--- src/rtl/ysyx_22041207_fetch_unit.sv ---
// ysyx_22041207_fetch_unit: IF stage with a valid/ready imem port, a {pc, inst} fetch queue and an EX redirect input.
// Define YSYX_22041207_IFU_MISALIGN_CHK_EN to turn misaligned redirect targets into a single fault entry.
module ysyx_22041207_fetch_unit #(
   parameter int          XLEN     = 64,
   parameter logic [63:0] RESET_PC = 64'h8000_0000,
   parameter int          FQ_DEPTH = 4
) (
   input  logic            clk,
   input  logic            rst,
   output logic            imem_req_valid,
   input  logic            imem_req_ready,
   output logic [XLEN-1:0] imem_req_addr,
   input  logic            imem_rsp_valid,
   input  logic [63:0]     imem_rsp_data,
   input  logic            redirect_valid,
   input  logic [XLEN-1:0] redirect_pc,
   output logic            inst_valid,
   input  logic            inst_ready,
   output logic [31:0]     inst_o,
   output logic [XLEN-1:0] pc_o,
   output logic            fault_o
);
   localparam int PW = $clog2(FQ_DEPTH);
   localparam int CW = PW + 1;
   typedef enum logic [1:0] {IDLE, REQ, WAIT, KILL} state_t;
   typedef struct packed {
      logic [XLEN-1:0] pc;
      logic [31:0]     inst;
      logic            fault;
   } ent_t;
   state_t          state_q, state_d;
   logic [XLEN-1:0] fetch_pc_q, fetch_pc_d, addr_q, addr_d, tgt;
   logic [PW-1:0]   wr_q, wr_d, rd_q, rd_d;
   logic [CW-1:0]   cnt_q, cnt_d;
   logic            halt_q, halt_d, mis, push, pop, fire, can_go;
   ent_t            fq_q [FQ_DEPTH];
   ent_t            fq_d [FQ_DEPTH];
   ent_t            head;
`ifdef YSYX_22041207_IFU_MISALIGN_CHK_EN
   assign mis = |redirect_pc[1:0];
   assign tgt = redirect_pc;
`else
   assign mis = 1'b0;
   assign tgt = redirect_pc & ~XLEN'(3);
`endif
   assign head           = fq_q[rd_q];
   assign inst_valid     = cnt_q != '0;
   assign inst_o         = inst_valid ? head.inst : '0;
   assign pc_o           = inst_valid ? head.pc : '0;
   assign fault_o        = inst_valid & head.fault;
   // a redirect or reset withdraws a request in the same cycle
   assign imem_req_valid = state_q == REQ && !redirect_valid && !rst;
   assign imem_req_addr  = fetch_pc_q;
   assign fire           = imem_req_valid && imem_req_ready;
   assign push           = state_q == WAIT && imem_rsp_valid && !redirect_valid;
   assign pop            = inst_valid && inst_ready && !redirect_valid;
   always_comb begin
      fq_d  = fq_q;
      wr_d  = wr_q + PW'(push);
      rd_d  = rd_q + PW'(pop);
      cnt_d = cnt_q + CW'(push) - CW'(pop);
      if (push) fq_d[wr_q] = {addr_q, addr_q[2] ? imem_rsp_data[63:32] : imem_rsp_data[31:0], 1'b0};
      if (redirect_valid) begin
         rd_d  = '0;
         wr_d  = PW'(mis);
         cnt_d = CW'(mis);
         if (mis) fq_d[0] = {tgt, 32'h0, 1'b1};
      end
   end
   always_comb begin
      halt_d     = redirect_valid ? mis : halt_q;
      can_go     = !halt_d && cnt_d < CW'(FQ_DEPTH);
      fetch_pc_d = redirect_valid ? tgt : fire ? fetch_pc_q + XLEN'(4) : fetch_pc_q;
      addr_d     = fire ? fetch_pc_q : addr_q;
      state_d    = state_q;
      case (state_q)
         IDLE:    state_d = can_go ? REQ : IDLE;
         REQ:     state_d = fire ? WAIT : REQ;
         WAIT:    state_d = imem_rsp_valid ? (can_go ? REQ : IDLE) : WAIT;
         KILL:    state_d = imem_rsp_valid ? IDLE : KILL;
         default: state_d = IDLE;
      endcase
      // a response in the redirect cycle retires the outstanding request, so no kill is needed
      if (redirect_valid) state_d = (state_q inside {WAIT, KILL}) && !imem_rsp_valid ? KILL : can_go ? REQ : IDLE;
   end
   always_ff @(posedge clk) begin
      if (rst) begin
         state_q    <= IDLE;
         fetch_pc_q <= RESET_PC[XLEN-1:0];
         addr_q     <= '0;
         wr_q       <= '0;
         rd_q       <= '0;
         cnt_q      <= '0;
         halt_q     <= 1'b0;
      end else begin
         state_q    <= state_d;
         fetch_pc_q <= fetch_pc_d;
         addr_q     <= addr_d;
         wr_q       <= wr_d;
         rd_q       <= rd_d;
         cnt_q      <= cnt_d;
         halt_q     <= halt_d;
      end
      fq_q <= fq_d;
   end
endmodule

--- config.mk ---
export PLATFORM = sky130hd
export DESIGN_NAME = ysyx_22041207_fetch_unit
export DESIGN_NICKNAME = d
export VERILOG_FILES = /design/src/rtl/ysyx_22041207_fetch_unit.sv
export SDC_FILE = /design/constraint.sdc
export NUM_CORES = 1
export LEC_CHECK = 0
export CORE_MARGIN = 1.5
export CORE_UTILIZATION = 55
export DETAILED_ROUTE_END_ITERATION = 8
export PLACE_DENSITY = 0.8
export SKIP_CTS_REPAIR_TIMING = 1
export SLEW_MARGIN = 10
export SYNTH_ARGS = -nofsm -noshare
export SYNTH_HDL_FRONTEND = slang
export SYNTH_SLANG_ARGS = --single-unit
--- constraint.sdc ---
create_clock -name clk -period 12.3 [get_ports clk]
set_clock_uncertainty 0.05 [all_clocks]
set_input_delay 2.46 -clock clk [delete_from_list [all_inputs] [get_ports clk]]
set_output_delay 2.46 -clock clk [all_outputs]
set_load 0.01 [all_outputs]
=== Word level (Yosys, flattened, before mapping) ===
Cells that the tools add are included.

* Reduce and logical (&&, ||, !) cells: 19
* Mux-type cells: 20
* Bitwise gates (word level): 3
* Equality and inequality tests: 3
* Add/subtract/negate cells: 5
* Order comparisons: 4

{| class="wikitable"
|+ Operators by type and width
! cell !! count
|-
| $bwmux 388 || 1
|-
| $mux 97 || 3
|-
| $bmux 97 s2 || 1
|-
| $demux 97 s2 || 1
|-
| $mux 64 || 3
|-
| $add 64x3->64 const B || 1
|-
| $mux 32 || 2
|-
| $logic_and 1x1->1 || 10
|-
| $mux 2 || 5
|-
| $pmux 2 s4 || 1
|-
| $ge 3x3->1 const B || 2
|-
| $not 2->3 || 2
|-
| $add 2x1->2 || 2
|-
| $eq 2x2->1 const B || 2
|-
| $logic_not 1->1 || 4
|-
| $reduce_bool 2->1 || 2
|-
| $add 3x1->3 || 1
|-
| $lt 3x1->1 const B || 1
|-
| $lt 3x3->1 const B || 1
|-
| $mux 3 || 1
|-
| $reduce_bool 3->1 || 1
|-
| $sub 3x1->3 || 1
|-
| $eq 2x1->1 const B || 1
|-
| $logic_not 2->1 || 1
|-
| other kinds (3) || 4
|}

* Output and inout port bits: 163
* Logic and storage cells: 74
* Register bits after elaboration: 526
* Bits of input ports: 134

=== Depth between registers and ports, before layout ===
Gate-level depths: netlist of the first run.

* Depth after elaboration: 12
* Mapped depth: 11
* Gate-level depth less buffers: 10

=== Worst setup path before layout of the first run ===
Ideal clock, no wire load.

* Path kind: input port to flip-flop
* From: input redirect_valid
* To: register fq_q[292] (netlist bit), enable pin
* Stages on the path: 3
* Arrival: 9.891 ns
* Setup time: 0.681 ns
* Required time: 11.569 ns
* Path buffers: 1
* Slack: 1.678 ns
* Cell sequence: clkbuf_1 nor3_1 nor3b_1

* Cells in the longest elaborated chain, start to end: 2

{| class="wikitable"
|+ Ends and longest elaborated chain
! element !! line !! text
|-
| from (decl) || 15 || <nowiki>input logic redirect_valid,</nowiki>
|-
| $logic_not 1->1 || 55 || <nowiki>assign push = state_q == WAIT && imem_rsp_valid && !redirect_valid;</nowiki>
|-
| $logic_and 1x1->1 || 55 ||
|-
| to (signal assigned) || 104 || <nowiki>fq_q <= fq_d;</nowiki>
|-
| to (decl) || 36 || <nowiki>ent_t fq_q [FQ_DEPTH];</nowiki>
|}

No other way between the ends.
A chain may end at the register's enable or synchronous reset.

=== Worst setup path in the final report of the first run ===
* From: input redirect_valid
* To: output imem_req_valid

* Cells in the longest elaborated chain, start to end: 3

{| class="wikitable"
|+ Ends and longest elaborated chain
! element !! line !! text
|-
| $logic_not 1->1 || 52 || <nowiki>assign imem_req_valid = state_q == REQ && !redirect_valid && !rst;</nowiki>
|-
| $logic_and 1x1->1 (2 in series) || 52 ||
|-
| to (decl) || 10 || <nowiki>output logic imem_req_valid,</nowiki>
|}

No other way between the ends.

==> impl_metrics.yaml, run 1 <==
power_and_ir_drop:
  p_leak_nw: 7.69
  peakVddDrop_uv: 114
  finalPower_w: 0.00351
  power_density_nw_per_um2: 135
final_layout:
  drive_gt1_frac: 0.137
  area_growth_pct: 22.9
  final_area_um2: 25900
  fin_cells: 2290
  finalNetCount: 1878
synth:
  synth_top_family_by_area: "simple AND/OR/NAND/NOR gates"
  syn_area_per_cell_um2: 14.3
  synthArstFlopShare: 0
  yosys_most_used_dff: "edfxtp_1"
  ys_seq_elements: 510
  synth-simple-area-share: 0.131
  synth_area_um2: 21100
  yosysUniqueCellTypes: 67
  postSynthCellCount: 1476
  synth_adder_area_share: 0.00273
  synth-compound-area-share: 0.0517
  synth-xor-area-share: 0.00955
  synth_warnings: 0
  seq_area_frac_synth: 0.662
  synthMuxAreaShare: 0.119
  synth_edf_count: 376
timing:
  min_period_over_period: 0.561
  slew_violations: 0
  setup_violations: 0
  period_minus_slack_ns: 6.90
  tightest_slew_ns: 0.996
  fmax_mhz: 145
  rsz0062_at_grt: "false"
  setup-tns-final_ns: 0
  fin_ws_ns: 5.40
  finalHoldViolations: 0
  relSlewSlack: 0.336
routing:
  routed-wl-met2_um: 25700
  postRouteAntennaNets: 0
  wl_um: 52900
  routedWlPerCell_um: 23.1
  m1WireLength_um: 20900
  drt_iter0_drc: 1207
  dr.pass1.iters: 5
  route.detailed.drc: 0
  highest_layer: "met4"
  viasPerCell: 5.98
  vias: 13700
  dr_wl_met3_um: 5080
place:
  place_hpwl_um: 32700
  place_congestion: 0.905
  portBuffers: 289
  placedInstanceArea_um2: 24400
  dp_slack_ns: 5.34
  place_inst: 2199
global_route:
  grt_pass1_wl_um: 79500
  antenna_found_initial: 2
  grt_max_degree: 98
  grt_pass1_vias: 13500
  grt.total_usage: 0.271
  grt-ovfl-total: 0
setup_path:
  cpMaxStageDelayCell: "clkdlybuf4s50_1"
  crit_type: "in2out"
  crit_buf_inv: 3
  worstPathMaxFanout: 54
  arrival_ns: 4.39
  required_ns: 9.79
  worstPathCellList: "buf_2, buf_4, or2_2, nor3b_1, clkdlybuf4s50_1"
  cp_top_family: "buffers and inverters"
  endpoint_kind: "output port"
  cp-start-kind: "primary input"
  slowest_delay_ns: 0.61
die:
  dieArea_um2: 39500
  io_pins: 297
  die_w_um: 199
  core_um2: 37800
  fp.dieH_um: 199
  start_util: 0.559
  num_rows: 71
clock_network:
  numCtsBuffers: 50
  cts_htree_levels: 2
  cts_tree: "yes"
  cts_sinks: 510
  clk_path_buf_depth: 3
  clk_latency_ns: 0.57
  clkTransAtPathRegs_ns: 0.06
  cts_root_buf: "clkbuf_16"
flow_run:
  cap_violations: 0
status:
  status: "finished clean"
min_path:
  hold_class: "reg2reg"
[synthesized netlist by cell type, types with 10 or more instances]
master	instances	area (um^2)
a21oi_1	83	415
a311oi_1	18	158
and2_1	100	626
and3_1	11	68.8
buf_1	11	41.3
clkbuf_1	67	251
dfxtp_1	134	2680
edfxtp_1	376	11300
inv_1	10	37.5
mux2_2	35	394
mux4_2	94	2120
nand2_1	185	694
nand3_1	40	200
nand4_1	29	181
nor2_1	64	240
nor3_1	13	65.1
nor4_1	13	81.3
o21ai_0	21	105
o31ai_1	13	97.6
or3_1	14	87.6
or4_1	20	150
xnor2_1	10	87.6
xor2_1	13	114
[per-stage QoR]
stage	utilization	hold WS (ns)
after detailed placement	0.645	0.393
after CTS	0.687	0.410
after global placement	0.645	0.389
after floorplan	-	0.374
after global routing	0.687	0.445
final	0.687	0.407
[kinds of logic after synthesis]
logic type                 Yosys count
DFF                                510
buffers and inverters              109
AOI/OAI and AO/OA                  175
and+or+nand+nor                    524
adders and majority gates            4
xor gates and xnor gates            23
muxes                              130
other                                1
[worst reg2reg max path, stage by stage (launching register included)]
cell	delay (ns)
dfxtp_1	0.34
or3_4	0.79
nand2_1	0.25
xor2_1	0.19
nor2_1	0.06
ha_1	0.22
fa_1	0.38
xnor2_1	0.20
xnor2_1	0.11
or4_1	0.47
a21oi_1	0.16
[area by class of cell]
type | instances | area, um^2
flip-flops and latches | 510 | 14000
well taps | 511 | 639
multi-input cells | 861 | 6680
diodes | 2 | 5.00
fillers | 2558 | 11800
repair buffers | 306 | 3010
inverters | 11 | 41.3
clock inverters | 26 | 200
clock buffers | 63 | 1360
[cells in the final DEF, fill, tap and decap left out, types with 5 or more instances in the layout]
master           netlist  routed
a21oi_1               83      83
a311oi_1              18      18
xor2_1                13      13
nand4_1               29      29
conb_1                 1       5
and3_1                11      10
nor4_1                13      13
a31oi_1                7       7
and4_1                 8       8
edfxtp_1             376     376
o21ai_0               21      21
mux2_2                35      35
xnor2_1               10      10
clkinv_1               0       9
a211oi_1               9       9
o31ai_1               13      13
mux4_2                94      94
nand3_1               40      40
and2_1               100     100
clkbuf_1              67       9
dfxtp_1              134     131
buf_4                  6      18
or3_1                 14      13
clkdlybuf4s50_1        0     287
nor2_1                64      61
nand2_1              185     184
inv_1                 10      10
nor3_1                13      13
clkbuf_16              0      52
clkinv_2               0      12
or4_1                 20      20
[metal layers]
metal,up-vias,global-route usage
met5,-,0
met4,0,0.0842
met3,100,0.0507
met2,715,0.450
met1,6719,0.363
li1,6165,-
[registers in the layout, indices dropped and copies added (netlist names)]
name           cells
imem_req_addr     62
fq_q             376
wr_q               2
rd_q               2
cnt_q              3
state_q            2
addr_q            62
halt_q             1
[final timing paths]
kind	start	endpoint	slack (ns)	depth (start not counted)
worst max register to register	cnt_q[2]$_SDFF_PP0_	state_q[0]$_SDFF_PP0_	9.01	10
worst min-delay path	halt_q$_SDFF_PP0_	halt_q$_SDFF_PP0_	0.41	1
worst min register to register	halt_q$_SDFF_PP0_	halt_q$_SDFF_PP0_	0.41	1
worst max-delay path	redirect_valid	imem_req_valid	5.40	5
[power by group]
| part | internal (W) | switching [W] | total [W] |
|---|---|---|---|
| Clock | 0.000843 | 0.000617 | 0.00146 |
| Combinational | 0.0000869 | 0.0000757 | 0.000163 |
| Sequential | 0.00185 | 0.0000367 | 0.00189 |
(Power assumes the default switching activity.)
==> run 2, diff against run 1 <==
- CORE_UTILIZATION: 55 -> 49
- PLACE_DENSITY: 0.8 -> 0.76
- clock period: 12.3 -> 5.7 ns (I/O delays scaled with it)
==> impl_metrics.yaml, run 2 (synthesis gave the netlist of run 1 again) <==
min_path:
  whs_path_depth: 1
  hold_class: "reg2reg"
timing:
  setup_violations: 0
  finalHoldViolations: 0
  slew_violations: 0
  min_period_over_period: 0.753
  relSlewSlack: 0.252
  tightest_slew_ns: 1.12
  rsz0062_at_grt: "false"
  fin_ws_ns: 1.41
  period_minus_slack_ns: 4.29
  setup-tns-final_ns: 0
  fmax_mhz: 233
  finalHoldWorstSlack_ns: 0.423
routing:
  route.detailed.drc: 0
  postRouteAntennaNets: 0
  routedWlPerCell_um: 23.2
  viasPerCell: 5.93
  wl_um: 54100
  dr.pass1.iters: 5
  vias: 13800
  drt_iter0_drc: 1065
clock_network:
  clk_path_buf_depth: 3
  clk_latency_ns: 0.60
  cts_htree_levels: 2
  numCtsBuffers: 51
  cts_root_buf: "clkbuf_16"
  cts_tree: "yes"
  cts_sinks: 510
  clkTransAtPathRegs_ns: 0.06
global_route:
  grt_max_degree: 98
  grt_pass1_vias: 13600
  grt.total_usage: 0.243
  antenna_found_initial: 3
  grt_pass1_wl_um: 80600
  grt-ovfl-total: 0
power_and_ir_drop:
  p_leak_nw: 7.78
  peakVddDrop_uv: 205
  power_density_nw_per_um2: 298
setup_path:
  cp-start-kind: "flip-flop"
  r2r_cells: 10
  endpoint_kind: "output port"
  crit_type: "reg2out"
  arrival_ns: 3.10
  worstPathMaxFanout: 55
  required_ns: 4.51
place:
  place_inst: 2235
  portBuffers: 289
  dp_slack_ns: 1.43
  place_congestion: 0.853
  place_hpwl_um: 34700
  placedInstanceArea_um2: 24500
final_layout:
  final_cell_mix: "376 x edfxtp_1, 287 x clkdlybuf4s50_1, 184 x nand2_1"
  drive_gt1_frac: 0.143
  area_growth_pct: 24.0
  largest_reg_flops: 376
  finalNetCount: 1887
  final_common_cell: "edfxtp_1"
  fin_cells: 2332
  top_register: "fq_q"
  final_area_um2: 26200
die:
  start_util: 0.500
  die_w_um: 211
  io_pins: 297
  num_rows: 75
  fp.dieH_um: 211
  dieArea_um2: 44300
  core_um2: 42200
flow_run:
  cap_violations: 0
status:
  status: "finished clean"
run 2: layout make-up:
type | count | area (um^2)
well taps | 539 | 674
flip-flops and latches | 510 | 14000
clock buffers | 67 | 1370
multi-input cells | 861 | 6690
diodes | 2 | 5.00
inverters | 11 | 41.3
repair buffers | 314 | 3090
clock inverters | 28 | 320
fillers | 3265 | 16100
run 2: through the flow:
step	total power [W]	util
6_report	0.00781	0.620
3_5_place_dp	0.00450	0.580
2_1_floorplan	0.00427	-
4_1_cts	0.00785	0.619
3_3_place_gp	0.00449	0.580
5_1_grt	0.00802	0.619
run 2: worst max-delay path, cell delays in order (launching register included):
cell,delay [ns]
dfxtp_4,0.87
buf_4,0.48
mux4_2,0.41
and2_1,0.18
clkdlybuf4s50_1,0.48
run 2: routing by layer:
layer / GRT usage / part of all wire
met5: 0 / 0.00052
met4: 0.0847 / 0.026
met3: 0.0542 / 0.098
met2: 0.391 / 0.48
met1: 0.329 / 0.40
run 2: power by group:
part           total (W)  leakage, nW  switching (W)  internal, W
clock            0.00338        0.818        0.00141      0.00197
combinational   0.000356         2.87       0.000168     0.000189
sequential       0.00407         4.09      0.0000777      0.00399
run 2: worst paths after layout:
check	end	slack, ns	from
setup / recovery	pc_o[21]	1.41	rd_q[1]$_SDFF_PP0_
hold / removal	halt_q$_SDFF_PP0_	0.42	halt_q$_SDFF_PP0_
setup reg to reg	state_q[0]$_SDFF_PP0_	2.50	cnt_q[2]$_SDFF_PP0_
hold reg to reg	halt_q$_SDFF_PP0_	0.42	halt_q$_SDFF_PP0_
==> edit 1: new RTL, config.mk and constraints of run 2 <==
Put a register stage on the output `fault_o`. The value now appears one clock later. The other outputs are not delayed to match.
--- a/src/rtl/ysyx_22041207_fetch_unit.sv
+++ b/src/rtl/ysyx_22041207_fetch_unit.sv
@@ -49,3 +49,5 @@
    assign pc_o           = inst_valid ? head.pc : '0;
-   assign fault_o        = inst_valid & head.fault;
+   always_ff @(posedge clk) begin
+      fault_o <= inst_valid & head.fault;
+   end
    // a redirect or reset withdraws a request in the same cycle
Formal check against the unedited RTL: same outputs for any inputs over 4 cycles, from zero or initial values and one cycle with rst high; that may be too few to reach the edited logic, so the function may still have changed.
==> edit 1 against run 2 <==
  * Worst setup slack lost 0.087 ns
  * Count of clock-buffer cells in the layout unchanged
  * Area after synthesis decreased by 0.49%
  * Non-clock buffer count increased by 4
  * Power shrank 1.2%
  * Sequential cell count unchanged
  * Combinational power fell by 3%
  * Die area is 0.48% lower
  * Final area hardly changed
  * Routed wire length is essentially flat
  * Critical endpoint is now inst_o[7]
==> edit 1: results (changes against run 2) <==
* HPWL Detailed at 34,500 um (was 34,700 um)
* Final #Nets at 1,904 (was 1,887)
* GP Congestion at 0.861 (was 0.853)
* Inst Count DP at 2,252 (was 2,235)
* Largest net degree at the start of global routing at 81 (was 98)
* Slew headroom at 0.304 (was 0.252)
* Port buffer count at 289 (unchanged)
* WL final at 54,100 um (about the same)
* Most flop-heavy register: fq_q (unchanged)
* Leakage at 7.72 nW (was 7.78 nW)
* Critical path arrival at 3.19 ns (was 3.10 ns)
* Synth area leaders: edfxtp_1 54%, dfxtp_1 13%, mux4_2 10% (unchanged)
* Critical Path Fanout Max at 29 (was 55)
* EDFF count, synth at 376 (unchanged)
* Clk buf depth at 3 (unchanged)
* Register area share after synthesis at 0.666 (was 0.662)
* CTS clk-pin slew, worst paths at 0.06 ns (about the same)
* Max-cap violations at 0 (unchanged)
* Clock root buffer master: clkbuf_16 (unchanged)
* Synth Warn # at 0 (unchanged)
* Status: finished clean (unchanged)
* Max FFs per register at 376 (unchanged)
* Largest vdd supply drop at 0.000263 V (was 0.000205 V)
* Htree depth at 2 (unchanged)
* Worst-Skew Late Latency at 0.59 ns
* First-pass GRT wire length at 81,700 um (was 80,600 um)
* Critical path's top delay family: buffers and inverters (unchanged)
* GRT Total Usage at 0.247 (was 0.243)
* Via/cell ratio at 5.86 (was 5.93)
* Worst hold path class: reg -> reg (unchanged)
* Initial antenna violation count at 3 (unchanged)
* Initial DRC count at 970 (was 1,065)
* Distinct cells, synth at 62 (was 67)
* Worst path max stage delay at 0.74 ns (was 0.87 ns)
* Routed wire per std cell at 23.0 um (was 23.2 um)
* Cts bufs inserted at 51 (unchanged)
* Layout fillers at 3,166 (was 3,265)
* Fraction of registers with async set/reset at 0 (unchanged)
* Gate Count Post-Synth at 1,490 (was 1,476)
* Critical-path top delay cell: dfxtp_4 (unchanged)
* Vias in the first global route at 13,800 (was 13,600)
* Drt first pass iters at 6 (was 5)
* Synth top cells by count: 376 x edfxtp_1, 202 x nand2_1, 134 x dfxtp_1 (was 376 x edfxtp_1, 185 x nand2_1, 134 x dfxtp_1)
* Synth Flop Type: edfxtp_1 (unchanged)
* Layout cell share with drive strength beyond 1 at 0.139 (was 0.143)
## edit 1: changes by cell type in the layout (fill, tap and decap cells not counted), moves of 9 or more
cell and change:
a311oi_1 -13, nand2_1 +17, nand4_1 +20, o211ai_1 +11, o21ai_0 -18, o31ai_1 -10, or4_1 -9
## edit 1: cell type report
cell class	instances	area share
Sequential cell	510	0.535
Multi-Input combinational cell	873	0.254
Timing Repair Buffer	318	0.120
Clock buffer	67	0.0535
Tap cell	539	0.0258
Clock inverter	29	0.00981
Inverter	12	0.00172
Antenna cell	2	0.000191
## edit 1: kinds of logic (layout without fill, tap and decap cells)
kind of cell               Yosys count  count (layout)  share of synthesized area
AOI/OAI and AO/OA                  158             158                     0.0467
and+or+nand+nor                    547             547                      0.131
muxes                              136             136                      0.123
adders and majority gates            4               4                    0.00274
DFF                                510             510                      0.666
xor gates and xnor gates            23              23                    0.00959
other                                1               7                   0.000179
buffers and inverters              111             426                     0.0210
## edit 1: per-layer routing
layer / vias up / part of all wire / track usage
li1: 6229 / - / -
met1: 6884 / 0.41 / 0.321
met4: 2 / 0.035 / 0.0992
met3: 100 / 0.074 / 0.0518
met2: 550 / 0.49 / 0.409
met5: - / 0.00024 / 0
## edit 1: per-stage QoR
stage / instance area (um^2) / setup slack, ns / setup TNS [ns] / hold slack, ns / utilization
floorplan: 21000 / -0.412 / -38.72 / 0.374 / -
global placement: 24500 / 1.73 / 0 / 0.388 / 0.581
detailed placement: 24500 / 1.74 / 0 / 0.390 / 0.581
CTS: 26100 / 1.19 / 0 / 0.445 / 0.620
global route: 26100 / 1.07 / 0 / 0.465 / 0.620
finish: 26100 / 1.32 / 0 / 0.444 / 0.620
## edit 1: worst paths after layout
path / startpoint / end / slack, ns / cells past startpoint
worst max-delay path: rd_q[0] / inst_o[7] / 1.32 / 4
worst min-delay path: addr_q[34] / fq_q[358] / 0.44 / 0
worst max register to register: cnt_q[0] / state_q[0] / 2.33 / 10
worst min register to register: addr_q[34] / fq_q[358] / 0.44 / 0
## edit 1: report_power, final
part	total, W	internal [W]	leakage (nW)	switching, W
combinational	0.000347	0.000186	2.81	0.000161
sequential	0.00407	0.00399	4.11	0.0000773
clock	0.00330	0.00191	0.809	0.00139
total	0.00771	0.00609	7.72	0.00162
==> edit 2: new RTL, config.mk and constraints of run 2 <==
Made on the original files. The parameter `FQ_DEPTH` goes from 4 to 2.
--- a/src/rtl/ysyx_22041207_fetch_unit.sv
+++ b/src/rtl/ysyx_22041207_fetch_unit.sv
@@ -5,3 +5,3 @@
    parameter logic [63:0] RESET_PC = 64'h8000_0000,
-   parameter int          FQ_DEPTH = 4
+   parameter int          FQ_DEPTH = 2
 ) (
Function: no difference found for any inputs over 4 cycles, from zero or initial values and one cycle with rst high; that may be too few to reach the edited logic, so the function may still have changed.
==> edit 2 against run 2 <==
  * Final area shrank 31%
  * Sequential cell count shrank 191
  * Power shrank 35%
  * Register-to-register slack lost 0.36 ns
  * Area after synthesis shrank 34%
  * Routed wire length shrank 30%
  * Worst setup slack gained 0.20 ns
  * First-iteration DRC count shrank 27%
  * Die area shrank 34%
  * Largest power group unchanged
==> edit 2: results (changes against run 2) <==
* Hold Crit Endpoint: fq_q[139] (was halt_q)
* GR Util met2 at 0.425 (was 0.391)
* Post-synthesis mux area share at 0.0991 (was 0.119)
* Routed wire per std cell at 19.5 um (was 23.2 um)
* Met1 Track Usage GR at 0.316 (was 0.329)
* Design Area, Final at 0.0182 mm^2 (was 0.0262 mm^2)
* First-pass GRT wire length at 56,500 um (was 80,600 um)
* Register area share after synthesis at 0.596 (was 0.662)
* HPWL Detailed at 25,200 um (was 34,700 um)
* Status: finished clean (unchanged)
* Largest net degree at the start of global routing at 88 (was 98)
* Adder-Cell Fraction of Synth Area at 0.00451 (was 0.00273)
* Worst Hold Depth at 0 (was 1)
* Final std cells w/o fill at 1,930 (was 2,332)
* Initial antenna violation count at 4 (was 3)
* FF-to-FF path depth at 12 (was 10)
* Worst path max stage delay at 0.77 ns (was 0.87 ns)
* Inst Count DP at 1,865 (was 2,235)
* EDFF count, synth at 188 (was 376)
* Via/cell ratio at 5.61 (was 5.93)
* Post-synthesis xor/xnor area fraction at 0.0152 (was 0.00955)
* GP Congestion at 0.872 (was 0.853)
* Fin crit share at 0.717 (was 0.753)
* Cts bufs inserted at 34 (was 51)
* DR WL met2 at 18,000 um (was 25,800 um)
* Layout fillers at 2,203 (was 3,265)
* Routed wl met3 at 3420 um (was 5320 um)
* Layout cell share with drive strength beyond 1 at 0.0801 (was 0.143)
* Critical-path top delay cell: buf_4 (was dfxtp_4)
* Synth top cells by count: 192 x nand2_1, 188 x edfxtp_1, 146 x nor2_1 (was 376 x edfxtp_1, 185 x nand2_1, 134 x dfxtp_1)
* Worst hold slack at 0.397 ns (was 0.423 ns)
* Pre-CTS WS at 1.42 ns (was 1.43 ns)
* Max FFs per register at 188 (was 376)
* M1 WL at 15,200 um (was 21,500 um)
* Critical path capture point: pc_o[44] (was pc_o[21])
* Final #Nets at 1,662 (was 1,887)
* Gate Count Post-Synth at 1,277 (was 1,476)
* Sw frac at 0.214 (was 0.212)
* Compound-Gate Fraction of Synth Area at 0.0775 (was 0.0517)
* Critical Path Fanout Max at 77 (was 55)
* Distinct cells, synth at 64 (was 67)
* GRT Total Usage at 0.252 (was 0.243)
* Slew headroom at 0.205 (was 0.252)
* RR Startpoint: cnt_q[1] (was cnt_q[2])
* Hold_sp: addr_q[9] (was halt_q)
* Vias in the first global route at 10,100 (was 13,600)
* Critical path arrival at 2.90 ns (was 3.10 ns)
## edit 2: cell types whose count changed after synthesis, moves of 8 or more
cell,change
edfxtp_1,-188
mux2i_1,+97
and2_1,-94
mux4_2,-94
nor2_1,+82
a311oi_1,-15
o21ai_0,-11
or4_1,-11
o31ai_1,-10
nor4_1,+8
## edit 2: power by group through the flow
stage / logic [W] / clock network, W / registers, W
6_report: 0.000323 / 0.00222 / 0.00253
5_1_grt: 0.000347 / 0.00233 / 0.00253
3_3_place_gp: 0.000317 / 0 / 0.00257
2_1_floorplan: 0.000129 / 0 / 0.00256
3_5_place_dp: 0.000322 / 0 / 0.00257
4_1_cts: 0.000324 / 0.00224 / 0.00253
## edit 2: layout make-up
cell class	instances	area share
flip-flops and latches	319	0.456
multi-input cells	855	0.288
repair buffers	304	0.166
clock buffers	47	0.0542
well taps	378	0.0261
clock inverters	15	0.00813
inverters	9	0.00186
diodes	3	0.000414
